File: src/rtl/seg_scan_ctrl.sv
// Multiplexed seven-segment controller: memory-mapped value/mode registers, hex or
// decimal (double-dabble) display, blanking, decimal points and leading-zero suppression.
module seg_scan_ctrl #(
  parameter int DIGITS   = 8,
  parameter int DATA_W   = 32,
  parameter int SCAN_DIV = 100000
) (
  input  logic              clk,
  input  logic              rst_n,
  input  logic              wr_en,
  input  logic              wr_addr,
  input  logic [31:0]       wr_data,
  output logic              busy,
  output logic [7:0]        segment_led,
  output logic [DIGITS-1:0] seg_en
);

  localparam int BCD_N  = (DATA_W * 3) / 10 + 1;
  localparam int BCD_W  = BCD_N * 4;
  localparam int DISP_W = DIGITS * 4;
  localparam int HEX_W  = (DATA_W > DISP_W) ? DATA_W : DISP_W;
  localparam int BX_W   = (BCD_W > DISP_W) ? BCD_W : DISP_W;
  localparam int IDX_W  = (DIGITS > 1) ? $clog2(DIGITS) : 1;
  localparam int PRE_W  = $clog2(SCAN_DIV);
  localparam int CNT_W  = $clog2(DATA_W + 1);

  typedef enum logic [1:0] {S_IDLE, S_SHIFT, S_DONE} state_t;

  state_t              state_reg, state_next;
  logic                load_bcd;
  logic [DATA_W-1:0]   val_reg, sh_reg, conv_src;
  logic                dec_reg, lz_reg, hex_load_reg, ovf_reg;
  logic [DIGITS-1:0]   blank_reg, dp_reg, keep;
  logic [BCD_W-1:0]    bcd_reg, bcd_adj;
  logic [CNT_W-1:0]    cnt_reg;
  logic [DISP_W-1:0]   disp_reg;
  logic [IDX_W-1:0]    idx_reg;
  logic [PRE_W-1:0]    pre_reg;
  logic [HEX_W-1:0]    val_ext;
  logic [BX_W-1:0]     bcd_ext;
  logic                val_wr, mode_wr, dec_new, start_dec, start_hex, ovf_calc;
  logic [3:0]          cur_nib;
  logic                cur_off;
  logic [7:0]          seg_next;
  logic [DIGITS-1:0]   en_next;

  // A write's effect depends on the mode in force after that same write.
  assign val_wr    = wr_en & ~wr_addr;
  assign mode_wr   = wr_en & wr_addr;
  assign dec_new   = mode_wr ? wr_data[0] : dec_reg;
  assign start_dec = wr_en & dec_new;
  assign start_hex = wr_en & ~dec_new;
  assign conv_src  = val_wr ? wr_data[DATA_W-1:0] : val_reg;
  assign busy      = (state_reg == S_SHIFT);

  always_ff @(posedge clk or negedge rst_n) begin
    if (!rst_n) begin
      val_reg      <= '0;
      dec_reg      <= 1'b0;
      lz_reg       <= 1'b0;
      blank_reg    <= '0;
      dp_reg       <= '0;
      hex_load_reg <= 1'b0;
    end else begin
      if (val_wr) val_reg <= wr_data[DATA_W-1:0];
      if (mode_wr) begin
        dec_reg   <= wr_data[0];
        lz_reg    <= wr_data[1];
        blank_reg <= wr_data[8 +: DIGITS];
        dp_reg    <= wr_data[16 +: DIGITS];
      end
      hex_load_reg <= start_hex;
    end
  end

  always_ff @(posedge clk or negedge rst_n) begin
    if (!rst_n) state_reg <= S_IDLE;
    else        state_reg <= state_next;
  end

  // Any new write overrides whatever the converter is doing, including a pending DONE load.
  always_comb begin
    state_next = state_reg;
    load_bcd   = 1'b0;
    if (start_dec) begin
      state_next = S_SHIFT;
    end else if (start_hex) begin
      state_next = S_IDLE;
    end else begin
      case (state_reg)
        S_SHIFT: if (cnt_reg == CNT_W'(DATA_W - 1)) state_next = S_DONE;
        S_DONE: begin
          load_bcd   = 1'b1;
          state_next = S_IDLE;
        end
        default: state_next = S_IDLE;
      endcase
    end
  end

  generate
    for (genvar gi = 0; gi < BCD_N; gi++) begin : g_dabble
      assign bcd_adj[gi*4 +: 4] = (bcd_reg[gi*4 +: 4] >= 4'd5) ?
                                  bcd_reg[gi*4 +: 4] + 4'd3 : bcd_reg[gi*4 +: 4];
    end
  endgenerate

  always_ff @(posedge clk or negedge rst_n) begin
    if (!rst_n) begin
      sh_reg  <= '0;
      bcd_reg <= '0;
      cnt_reg <= '0;
    end else if (start_dec) begin
      sh_reg  <= conv_src;
      bcd_reg <= '0;
      cnt_reg <= '0;
    end else if (state_reg == S_SHIFT) begin
      bcd_reg <= {bcd_adj[BCD_W-2:0], sh_reg[DATA_W-1]};
      sh_reg  <= {sh_reg[DATA_W-2:0], 1'b0};
      cnt_reg <= cnt_reg + 1'b1;
    end
  end

  assign val_ext  = HEX_W'(val_reg);
  assign bcd_ext  = BX_W'(bcd_reg);
  assign ovf_calc = |(bcd_ext >> DISP_W);

  always_ff @(posedge clk or negedge rst_n) begin
    if (!rst_n) begin
      disp_reg <= '0;
      ovf_reg  <= 1'b0;
    end else if (hex_load_reg) begin
      disp_reg <= val_ext[DISP_W-1:0];
      ovf_reg  <= 1'b0;
    end else if (load_bcd) begin
      disp_reg <= bcd_ext[DISP_W-1:0];
      ovf_reg  <= ovf_calc;
    end
  end

  always_ff @(posedge clk or negedge rst_n) begin
    if (!rst_n) begin
      pre_reg <= '0;
      idx_reg <= '0;
    end else if (pre_reg == PRE_W'(SCAN_DIV - 1)) begin
      pre_reg <= '0;
      idx_reg <= (idx_reg == IDX_W'(DIGITS - 1)) ? '0 : idx_reg + 1'b1;
    end else begin
      pre_reg <= pre_reg + 1'b1;
    end
  end

  // A digit stays lit if it or any digit above it is nonzero; digit 0 always stays.
  always_comb begin
    logic seen;
    seen = 1'b0;
    keep = '0;
    for (int i = DIGITS - 1; i >= 0; i--) begin
      seen    = seen | (disp_reg[i*4 +: 4] != 4'd0);
      keep[i] = seen | (i == 0);
    end
  end

  function automatic logic [7:0] hex_code(input logic [3:0] n);
    case (n)
      4'h0: hex_code = 8'hC0;  4'h1: hex_code = 8'hF9;
      4'h2: hex_code = 8'hA4;  4'h3: hex_code = 8'hB0;
      4'h4: hex_code = 8'h99;  4'h5: hex_code = 8'h92;
      4'h6: hex_code = 8'h82;  4'h7: hex_code = 8'hF8;
      4'h8: hex_code = 8'h80;  4'h9: hex_code = 8'h90;
      4'hA: hex_code = 8'h88;  4'hB: hex_code = 8'h83;
      4'hC: hex_code = 8'hC6;  4'hD: hex_code = 8'hA1;
      4'hE: hex_code = 8'h86;  default: hex_code = 8'h8E;
    endcase
  endfunction

  always_comb begin
    cur_nib  = disp_reg[idx_reg*4 +: 4];
    cur_off  = blank_reg[idx_reg] | (lz_reg & ~ovf_reg & ~keep[idx_reg]);
    seg_next = ovf_reg ? 8'hBF : hex_code(cur_nib);
    if (dp_reg[idx_reg]) seg_next[7] = 1'b0;
    en_next  = cur_off ? '1 : ~(DIGITS'(1) << idx_reg);
  end

  always_ff @(posedge clk or negedge rst_n) begin
    if (!rst_n) begin
      segment_led <= 8'hC0;
      seg_en      <= ~DIGITS'(1);
    end else begin
      segment_led <= seg_next;
      seg_en      <= en_next;
    end
  end

endmodule

File: config.mk
export PLATFORM = sky130hd
export DESIGN_NAME = seg_scan_ctrl
export DESIGN_NICKNAME = d
export VERILOG_FILES = /design/src/rtl/seg_scan_ctrl.sv
export SDC_FILE = /design/constraint.sdc
export NUM_CORES = 1
export LEC_CHECK = 0
export ABC_CLOCK_PERIOD_IN_PS = 3260
export CAP_MARGIN = 20
export CORE_MARGIN = 3
export CORE_UTILIZATION = 60
export CTS_BUF_LIST = sky130_fd_sc_hd__clkbuf_8 sky130_fd_sc_hd__clkbuf_16
export DETAILED_ROUTE_END_ITERATION = 6
export GPL_ROUTABILITY_DRIVEN = 0
export PLACE_DENSITY = 0.9
export SYNTH_ARGS = -nofsm -noshare
export SYNTH_HDL_FRONTEND = slang
export SYNTH_SLANG_ARGS = --single-unit
File: constraint.sdc
create_clock -name clk -period 3.26 [get_ports clk]
set_input_delay 0.326 -clock clk [delete_from_list [all_inputs] [get_ports clk]]
set_output_delay 0.326 -clock clk [all_outputs]
set_load 0.005 [all_outputs]
Yosys cells after proc, flatten, opt, wreduce, memory -nomap -nowiden
Memory sizes are Yosys's and may differ from the RTL's.
Index checks and enable logic that the tools add are counted.

word-level totals
  output and inout port bits = 17
  bits in read-only memories = 112
  memories = 1
  flip-flop bits (word level) = 200

cells by class
  shift operators = 2
  equality and inequality tests = 6
  add/subtract/negate cells = 13
  reduce and logical (&&, ||, !) cells = 10
  magnitude comparators = 11
  bitwise gates (word level) = 18
  mux-type cells = 40

memories
  memory            depth  width  read ports  clocked after Yosys merged registers in  write ports  RTL line  text
  (name not given)  16     7      1           0                                        0            165       case (n)

operators by type and width
  operator                                                                      count
  32-bit 2-to-1 mux                                                             5
  40-bit 2-to-1 mux                                                             2
  4-bit by 3-bit >= comparator with 1-bit output, second input constant         10
  4-bit by 2-bit adder with 4-bit output, second input constant                 9
  4-bit 2-to-1 mux                                                              9
  32-bit by 6-bit indexed part select with 4-bit output                         1
  4-bit nonzero test                                                            7
  17-bit by 1-bit adder with 17-bit output, second input constant               1
  17-bit == test, second input constant                                         1
  17-bit 2-to-1 mux                                                             1
  8-bit 2-to-1 mux                                                              2
  6-bit 2-to-1 mux                                                              2
  1-bit 2-to-1 mux                                                              10
  1-bit binary-select mux with 3-bit select                                     3
  2-bit 2-to-1 mux                                                              4
  8-bit NOT                                                                     1
  8-bit OR reduction                                                            1
  1-bit by 3-bit left shift with 8-bit output, first input constant             1
  1-bit OR                                                                      7
  6-bit by 1-bit adder with 6-bit output, second input constant                 1
  1-bit bitwise AND                                                             6
  6-bit by 5-bit == test with 1-bit output, second input constant               1
  3-bit 2-to-1 mux                                                              2
  3-bit by 4-bit less-than comparator with 1-bit output, second input constant  1
  8 further kinds                                                               12

Logic depth before layout (Yosys ltp)
Gate-level depths: netlist (run 1).

  depth in word-level cells = 13
  gate-level depth with buffers = 8
  mapped depth without buffers = 7

Least setup slack after synthesis (run 1)
Ideal clock, no wire load.

  kind = reg2reg
  start = register idx_reg[0]
  end = register segment_led[5]
  setup slack = 1062 ps
  period minus slack after synthesis = 2198 ps
  buffers on the path = 1
  data required time = 3134 ps
  setup time = 126 ps
  arrival = 2072 ps
  cell stages (with the launch flop) = 9
  path through = dfrtp_1 > buf_6 > mux4_2 > mux2i_2 > inv_1 > ha_1 > inv_1 > mux2i_1 > a221o_1

on the way
  word-level cells in the longest chain between the ends = 3

RTL lines
  what                                                   RTL line  text
  from (decl)                                            37        logic [IDX_W-1:0] idx_reg;
  from (signal assigned)                                 147       idx_reg <= (idx_reg == IDX_W'(DIGITS - 1)) ? '0 : idx_reg + 1'b1;
  32-bit by 6-bit indexed part select with 4-bit output  178       cur_nib = disp_reg[idx_reg*4 +: 4];
  memory read 16 x 7 bit                                 n/a
  8-bit 2-to-1 mux                                       180       seg_next = ovf_reg ? 8'hBF : hex_code(cur_nib);
  net seg_next[5]                                        44        logic [7:0] seg_next;
  to (signal assigned)                                   190       segment_led <= seg_next;
  to (decl)                                              14        output logic [7:0] segment_led,

The timed path passes the listed nets, and every way through them passes these cells.
A chain may end at the register's enable or synchronous reset.

Worst setup path in the final report (run 1)
  start = register idx_reg[1]
  end = register segment_led[5]

Same word-level chain as after synthesis.

==> results of run 1 <==
## power breakdown
group / switching [mW] / total (mW) / internal, mW
clock: 0.976 / 2.05 / 1.07
combinational: 1.20 / 2.30 / 1.10
sequential: 0.613 / 3.74 / 3.12
total: 2.79 / 8.08 / 5.29
## logic make-up (layout without fill, tap and decap cells)
family                     Yosys count  after routing  synth area share (%)
xor gates and xnor gates            28             28                  2.50
adders and majority gates           35             35                  4.47
AOI/OAI and AO/OA                  169            169                  9.48
and+or+nand+nor                    246            246                  11.8
DFF                                200            200                  51.2
muxes                              148            148                  17.4
buffers and inverters               76            125                  3.22
## cell usage after synthesis (all sizes together) (7+ instances only)
cell and count:
xnor2 16, o21ai 93, dfstp 9, mux2 51
mux2i 87, mux4 10, nor2 39, ha 35
buf 14, xor2 12, nor4 10, clkbuf 33
nor3b 10, nand2b 13, a21oi 47, a211oi 19
inv 29, nand2 125, nand4 7, nand3 21
dfrtp 191
## worst max path at each step
stage	from	slack [ps]	to
2_1_floorplan	idx_reg[0]	1060	segment_led[5]
3_3_place_gp	idx_reg[0]	950	segment_led[5]
3_5_place_dp	idx_reg[0]	840	segment_led[5]
4_1_cts	idx_reg[0]	840	segment_led[5]
5_1_grt	idx_reg[1]	680	segment_led[5]
6_report	idx_reg[1]	800	segment_led[5]
## layout make-up
cell class | instances | area, um2
clock buffers | 17 | 425
clock inverters | 15 | 141
fillers | 1102 | 4820
inverters | 29 | 109
multi-input cells | 626 | 4480
flip-flops and latches | 200 | 5020
well taps | 216 | 270
repair buffers | 64 | 674
## routing by layer
layer | part of all wire, % | up-vias | track usage (%)
li1 | - | 3229 | -
met1 | 43 | 3457 | 31.8
met2 | 49 | 178 | 40.0
met3 | 5.1 | 42 | 5.21
met4 | 2.1 | 0 | 9.14
met5 | 0 | - | 0
## repair_timing
action                    in CTS  in global routing
hold buffers                   1                  0
gates resized for setup        0                  0
hold endpoints to repair      82                  0
## metrics by stage
step,hold WS [ps],setup WS [ps],instances
2_1_floorplan,30.4,1060,902
3_3_place_gp,423,946,1133
3_5_place_dp,427,838,1133
4_1_cts,472,836,1166
5_1_grt,498,682,1167
6_report,470,800,1167
==> out/results.ini, run 1 <==
[cells_and_area]
layout.nets = 1009
num_antenna_cells = 0
drive_gt1_share_pct = 10.4
final_area_um2 = 11100
final_cell_mix = dfrtp_1, nand2_1, mux2i_1
finish.utilization_pct = 69.7
layout_commonest_cell = dfrtp_1
syn_to_final_growth_pct = 13.5
largest_reg_flops = 40

[timing]
tightest_slew_ps = 1020
timing.final.crit_share_pct = 75.5
fin_skew_ps = 7.67
min_period_ps = 2460
maxSlewViolCount = 0
hold_viol = 0
fmax_ghz = 0.407
relSlewSlack_pct = 31.7
setup_viol = 0
rsz0062_at_grt = false
tns_ps = 0

[global_route]
antenna_found_initial = 0
grt_usage_pct = 24.3
grt_pass1_vias = 7180
grt_max_degree = 111
grt_pass1_wl_mm = 35.1
grt-ovfl-total = 0

[critical_path]
crit_cells = 7
crit_top_cell = inv_1
cp-end-kind = flop
worstPathCellList = mux4_2 -> mux2i_2 -> inv_1 -> ha_1 -> inv_1 -> mux2i_1 -> a221o_1
crit_type = flop to flop
cp_data_arrival_time_ps = 2790
path_buf_inv = 2
r2r-end = segment_led[5]
rr_startpoint = idx_reg[1]
crit_path_top_delay_cell = dfrtp_1
cp_max_fo = 17
reg2reg_depth = 7
rrSetupSlack_ps = 800
required_ps = 3590
slowest_delay_ps = 740
cp-start-kind = flop
crit_family = multiplexers

[yosys]
yosys.area.top_type = dfrtp_1
ys_warn_count = 0
syn_area_um2 = 9790
yosys-top-cells-area = dfrtp_1, mux2i_1, nand2_1, ha_1, mux2_1
dominantRegCellSynth = dfrtp_1
syn_nets = 973
ys_seq_area_share_pct = 51.2
synth_edf_count = 0
ys_seq_elements = 200
ys_types = 49
async_flop_share_pct = 100
syn_inst = 902
synth_top_area_share_pct = 48.8
syn_avg_cell_area_um2 = 10.9

[power]
power_density_nw_per_um2 = 727
irDropWorstVdd_mv = 0.495
power_mw = 8.08
cellLeakagePower_nw = 4.82

[min_path]
min-delay-start = cnt_reg[5]
min_to = state_reg[1]
hold_class = flop to flop
holdPathStages = 1

[drt]
drt_iter0_drc = 460
ant_nets = 0
wl_mm = 20.6
drc = 0
drt_first_pass_iters = 5
vias_per_cell = 5.92
routedWlPerCell_um = 17.7
num_vias = 6906

[cts]
cts.sinks = 200
cts-root-buf = clkbuf_16
cts_tree = done
clock_path_buffers = 2
cts_buffers = 17
post-cts-setup-buffer-count = 0
cts.clk_slew.worst_paths_ps = 70
cts.htree.levels = 4
clock_latency_ps = 440

[floorplan]
fp.dieH_um = 134
coreArea_um2 = 15900
ios = 53
fp.dieW_um = 134
start_util_pct = 61.4
placementRows = 46
die_area_um2 = 17900

[placement]
port_buffers = 52
dp_hpwl_mm = 13.8
place_area_um2 = 10500

[flow_run]
max_cap_violations = 0

[status]
status = completed

No activity file was read; power rests on OpenSTA's default activity.
==> run 2: changes to the inputs <==
==> config.mk (replaced) <==
export PLATFORM = sky130hd
export DESIGN_NAME = seg_scan_ctrl
export DESIGN_NICKNAME = d
export VERILOG_FILES = /design/src/rtl/seg_scan_ctrl.sv
export SDC_FILE = /design/constraint.sdc
export NUM_CORES = 1
export LEC_CHECK = 0
export ABC_CLOCK_PERIOD_IN_PS = 2100
export CAP_MARGIN = 20
export CORE_MARGIN = 3
export CORE_UTILIZATION = 54
export CTS_BUF_LIST = sky130_fd_sc_hd__clkbuf_8 sky130_fd_sc_hd__clkbuf_16
export DETAILED_ROUTE_END_ITERATION = 6
export GPL_ROUTABILITY_DRIVEN = 0
export PLACE_DENSITY = 0.86
export SYNTH_ARGS = -nofsm -noshare
export SYNTH_HDL_FRONTEND = slang
export SYNTH_SLANG_ARGS = --single-unit
==> constraint.sdc (replaced) <==
create_clock -name clk -period 2.1 [get_ports clk]
set_input_delay 0.21 -clock clk [delete_from_list [all_inputs] [get_ports clk]]
set_output_delay 0.21 -clock clk [all_outputs]
set_load 0.005 [all_outputs]
==> run 2 against run 1 <==
  * The run now ends with setup timing left
  * Clock skew increased by 1.6 ps
  * Sequential share of layout area decreased by 1.2 points
  * Combinational power increased by 66%
  * Flip-flop and latch count unchanged
  * Register-to-register slack got worse by 830 ps
  * Final cell count increased by 2.5%
  * Cell area increased by 2.7%
  * Via count increased by 0.93%
  * Critical path type unchanged
  * Largest cell class unchanged
==> out/results.ini, run 2 (synthesis results as in run 1) <==
[status]
status = finished with violations  ; was completed
failed_checks = setup timing

[cells_and_area]
layout.nets = 1029  ; was 1009
drive_gt1_share_pct = 13.2  ; was 10.4%
final_cell_mix = dfrtp_1, nand2_1, mux2i_1  ; unchanged
layout.cells.non_filler = 1196  ; was 1167
largest_reg_flops = 40  ; unchanged
num_antenna_cells = 0  ; unchanged
layout_commonest_cell = dfrtp_1  ; unchanged
syn_to_final_growth_pct = 16.6  ; was 13.5%

[cts]
cts_tree = done  ; unchanged
clock_path_buffers = 2  ; unchanged
cts.clk_slew.worst_paths_ps = 70  ; about the same
clock_latency_ps = 440  ; about the same
cts-root-buf = clkbuf_16  ; unchanged
cts_buffers = 17  ; unchanged
cts.htree.levels = 4  ; unchanged
cts.sinks = 200  ; unchanged

[floorplan]
ios = 53  ; unchanged
die_area_um2 = 19800  ; was 17900 um2
coreArea_um2 = 17500  ; was 15900 um2
start_util_pct = 55.8  ; was 61.4%
fp.dieW_um = 141  ; was 134 um
fp.dieH_um = 141  ; was 134 um
placementRows = 48  ; was 46

[critical_path]
cp-start-kind = flop  ; unchanged
worstPathCellList = mux4_2 -> mux2i_4 -> inv_2 -> ha_4 -> buf_4 -> mux2i_2 -> a32oi_1  ; was mux4_2 -> mux2i_2 -> inv_1 -> ha_1 -> inv_1 -> mux2i_1 -> a221o_1
crit_end = segment_led[0]  ; was segment_led[5]
crit_type = flop to flop  ; unchanged
cp_data_arrival_time_ps = 2430  ; was 2790 ps
startpoint = idx_reg[0]  ; was idx_reg[1]
r2r-end = segment_led[0]  ; was segment_led[5]
required_ps = 2410  ; was 3590 ps
cp_max_fo = 7  ; was 17
rr_startpoint = idx_reg[0]  ; was idx_reg[1]
rrSetupSlack_ps = -30  ; was 800 ps
reg2reg_depth = 7  ; unchanged
cp-end-kind = flop  ; unchanged
crit_path_top_delay_cell = mux4_2  ; was dfrtp_1
slowest_delay_ps = 560  ; was 740 ps

[power]
irDropWorstVdd_mv = 0.706  ; was 0.495 mV
netSwitchingPower_mw = 4.34  ; was 2.79 mW
swShare_pct = 33.6  ; was 34.5%
p_seq_share_pct = 44.5  ; was 46.3%
pwr-share-clk_pct = 26.0  ; was 25.3%
cellLeakagePower_nw = 4.95  ; was 4.82 nW
pwr-share-comb_pct = 29.5  ; was 28.4%
power_density_nw_per_um2 = 1130  ; was 727 nW/um2
internal_power_mw = 8.59  ; was 5.29 mW

[timing]
setup_viol = 3  ; was 0
min_period_ps = 2130  ; was 2460 ps
maxSlewViolCount = 0  ; unchanged
fin_skew_ps = 9.28  ; was 7.67 ps
tightest_slew_ps = 557  ; was 1020 ps
relSlewSlack_pct = 62.5  ; was 31.7%
rsz0062_at_grt = true  ; was false
hold_viol = 0  ; unchanged
timing.final.crit_share_pct = 101  ; was 75.5%
postLayoutSetupSlackWorst_ps = -26.2  ; was 800 ps
fmax_ghz = 0.470  ; was 0.407 GHz

[drt]
drt_iter0_drc = 497  ; was 460
drc = 0  ; unchanged
wl_mm = 21.3  ; was 20.6 mm
wl_met2_mm = 10.7  ; was 10.2 mm
routedWlPerCell_um = 17.8  ; was 17.7 um
vias_per_cell = 5.83  ; was 5.92
top_layer = met4  ; unchanged
drt_first_pass_iters = 4  ; was 5
met1_length_mm = 9.21  ; was 8.93 mm
num_vias = 6970  ; was 6906
wl_met3_um = 979  ; was 1.06 mm
ant_nets = 0  ; unchanged

[global_route]
antenna_found_initial = 0  ; unchanged
grt-ovfl-total = 0  ; unchanged
grt_max_degree = 73  ; was 111
grt_usage_pct = 21.6  ; was 24.3%
grt_pass1_vias = 6978  ; was 7180
grt_pass1_wl_mm = 34.7  ; was 35.1 mm

[placement]
dp_slack_ps = -98.9  ; was 838 ps
dp_hpwl_mm = 14.0  ; was 13.8 mm
placedCellCount = 1158  ; was 1133
port_buffers = 52  ; unchanged

[min_path]
hold_class = primary input to async pin  ; was flop to flop

[flow_run]
max_cap_violations = 0  ; unchanged

run 2: cell count changes in the layout (fill, tap and decap cells not counted), sizes merged:
cell / change
clkinv: +2
buf: +20
inv: -6
bufinv: +2
clkbuf: +2
run 2: layout make-up:
type                            instances  area (um2)
Sequential cell                       200        5020
Clock buffer                           19         453
Fill cell                            1257        6120
Clock inverter                         13         155
Inverter                               29         109
Multi-Input combinational cell        626        4530
Tap cell                              225         282
Timing Repair Buffer                   84         871
run 2: worst max-delay path, delay by kind of cell, from the launching register on:
kind | cells | cell delay (ps)
compound gates | 1 | 90
mux | 3 | 1000
buf+inv | 2 | 250
flops | 1 | 470
fa+ha+maj | 1 | 180
run 2: stage by stage:
stage	TNS (ps)	instance area [um2]	total power, mW	utilization, %	hold slack (ps)
floorplan	0	9800	8.19	-	-85.6
global placement	-37.3	10700	9.17	61.1	193
detailed placement	-784	10700	9.42	61.1	191
CTS	0	11300	12.8	64.7	296
global route	-394	11400	13.7	65.1	328
finish	-67.2	11400	12.9	65.1	288
run 2: power by group through the flow:
stage	logic [mW]	registers [mW]	clock network (mW)
final	3.81	5.75	3.37
after global routing	4.25	5.87	3.56
after CTS	3.71	5.73	3.40
after detailed placement	3.64	5.78	0
after global placement	3.44	5.72	0
after floorplan	2.70	5.49	0
run 2: per-layer routing:
layer	vias to the layer above	GRT usage, %
li1	3271	-
met1	3479	28.4
met2	176	36.5
met3	44	4.51
met4	0	6.63
met5	-	0
run 2: how the worst min path moves through the flow:
stage                     start     endpoint  slack (ps)  cells past startpoint
after global placement    rst_n   sh_reg[20]         190                      1
after global routing      rst_n   sh_reg[23]         330                      2
after floorplan           rst_n   bcd_ext[0]         -90                      0
after CTS                 rst_n  bcd_ext[22]         300                      2
final                     rst_n   sh_reg[20]         290                      2
after detailed placement  rst_n   sh_reg[20]         190                      1
run 2: repair_timing:
| action | in CTS | in global routing |
|---|---|---|
| gates resized for setup | 2 | 9 |
| setup endpoints to repair | 7 | 7 |
| hold endpoints to repair | 45 | 0 |
| setup buffers | 1 | 3 |
| hold buffers | 1 | 0 |
| pin swaps | 0 | 2 |
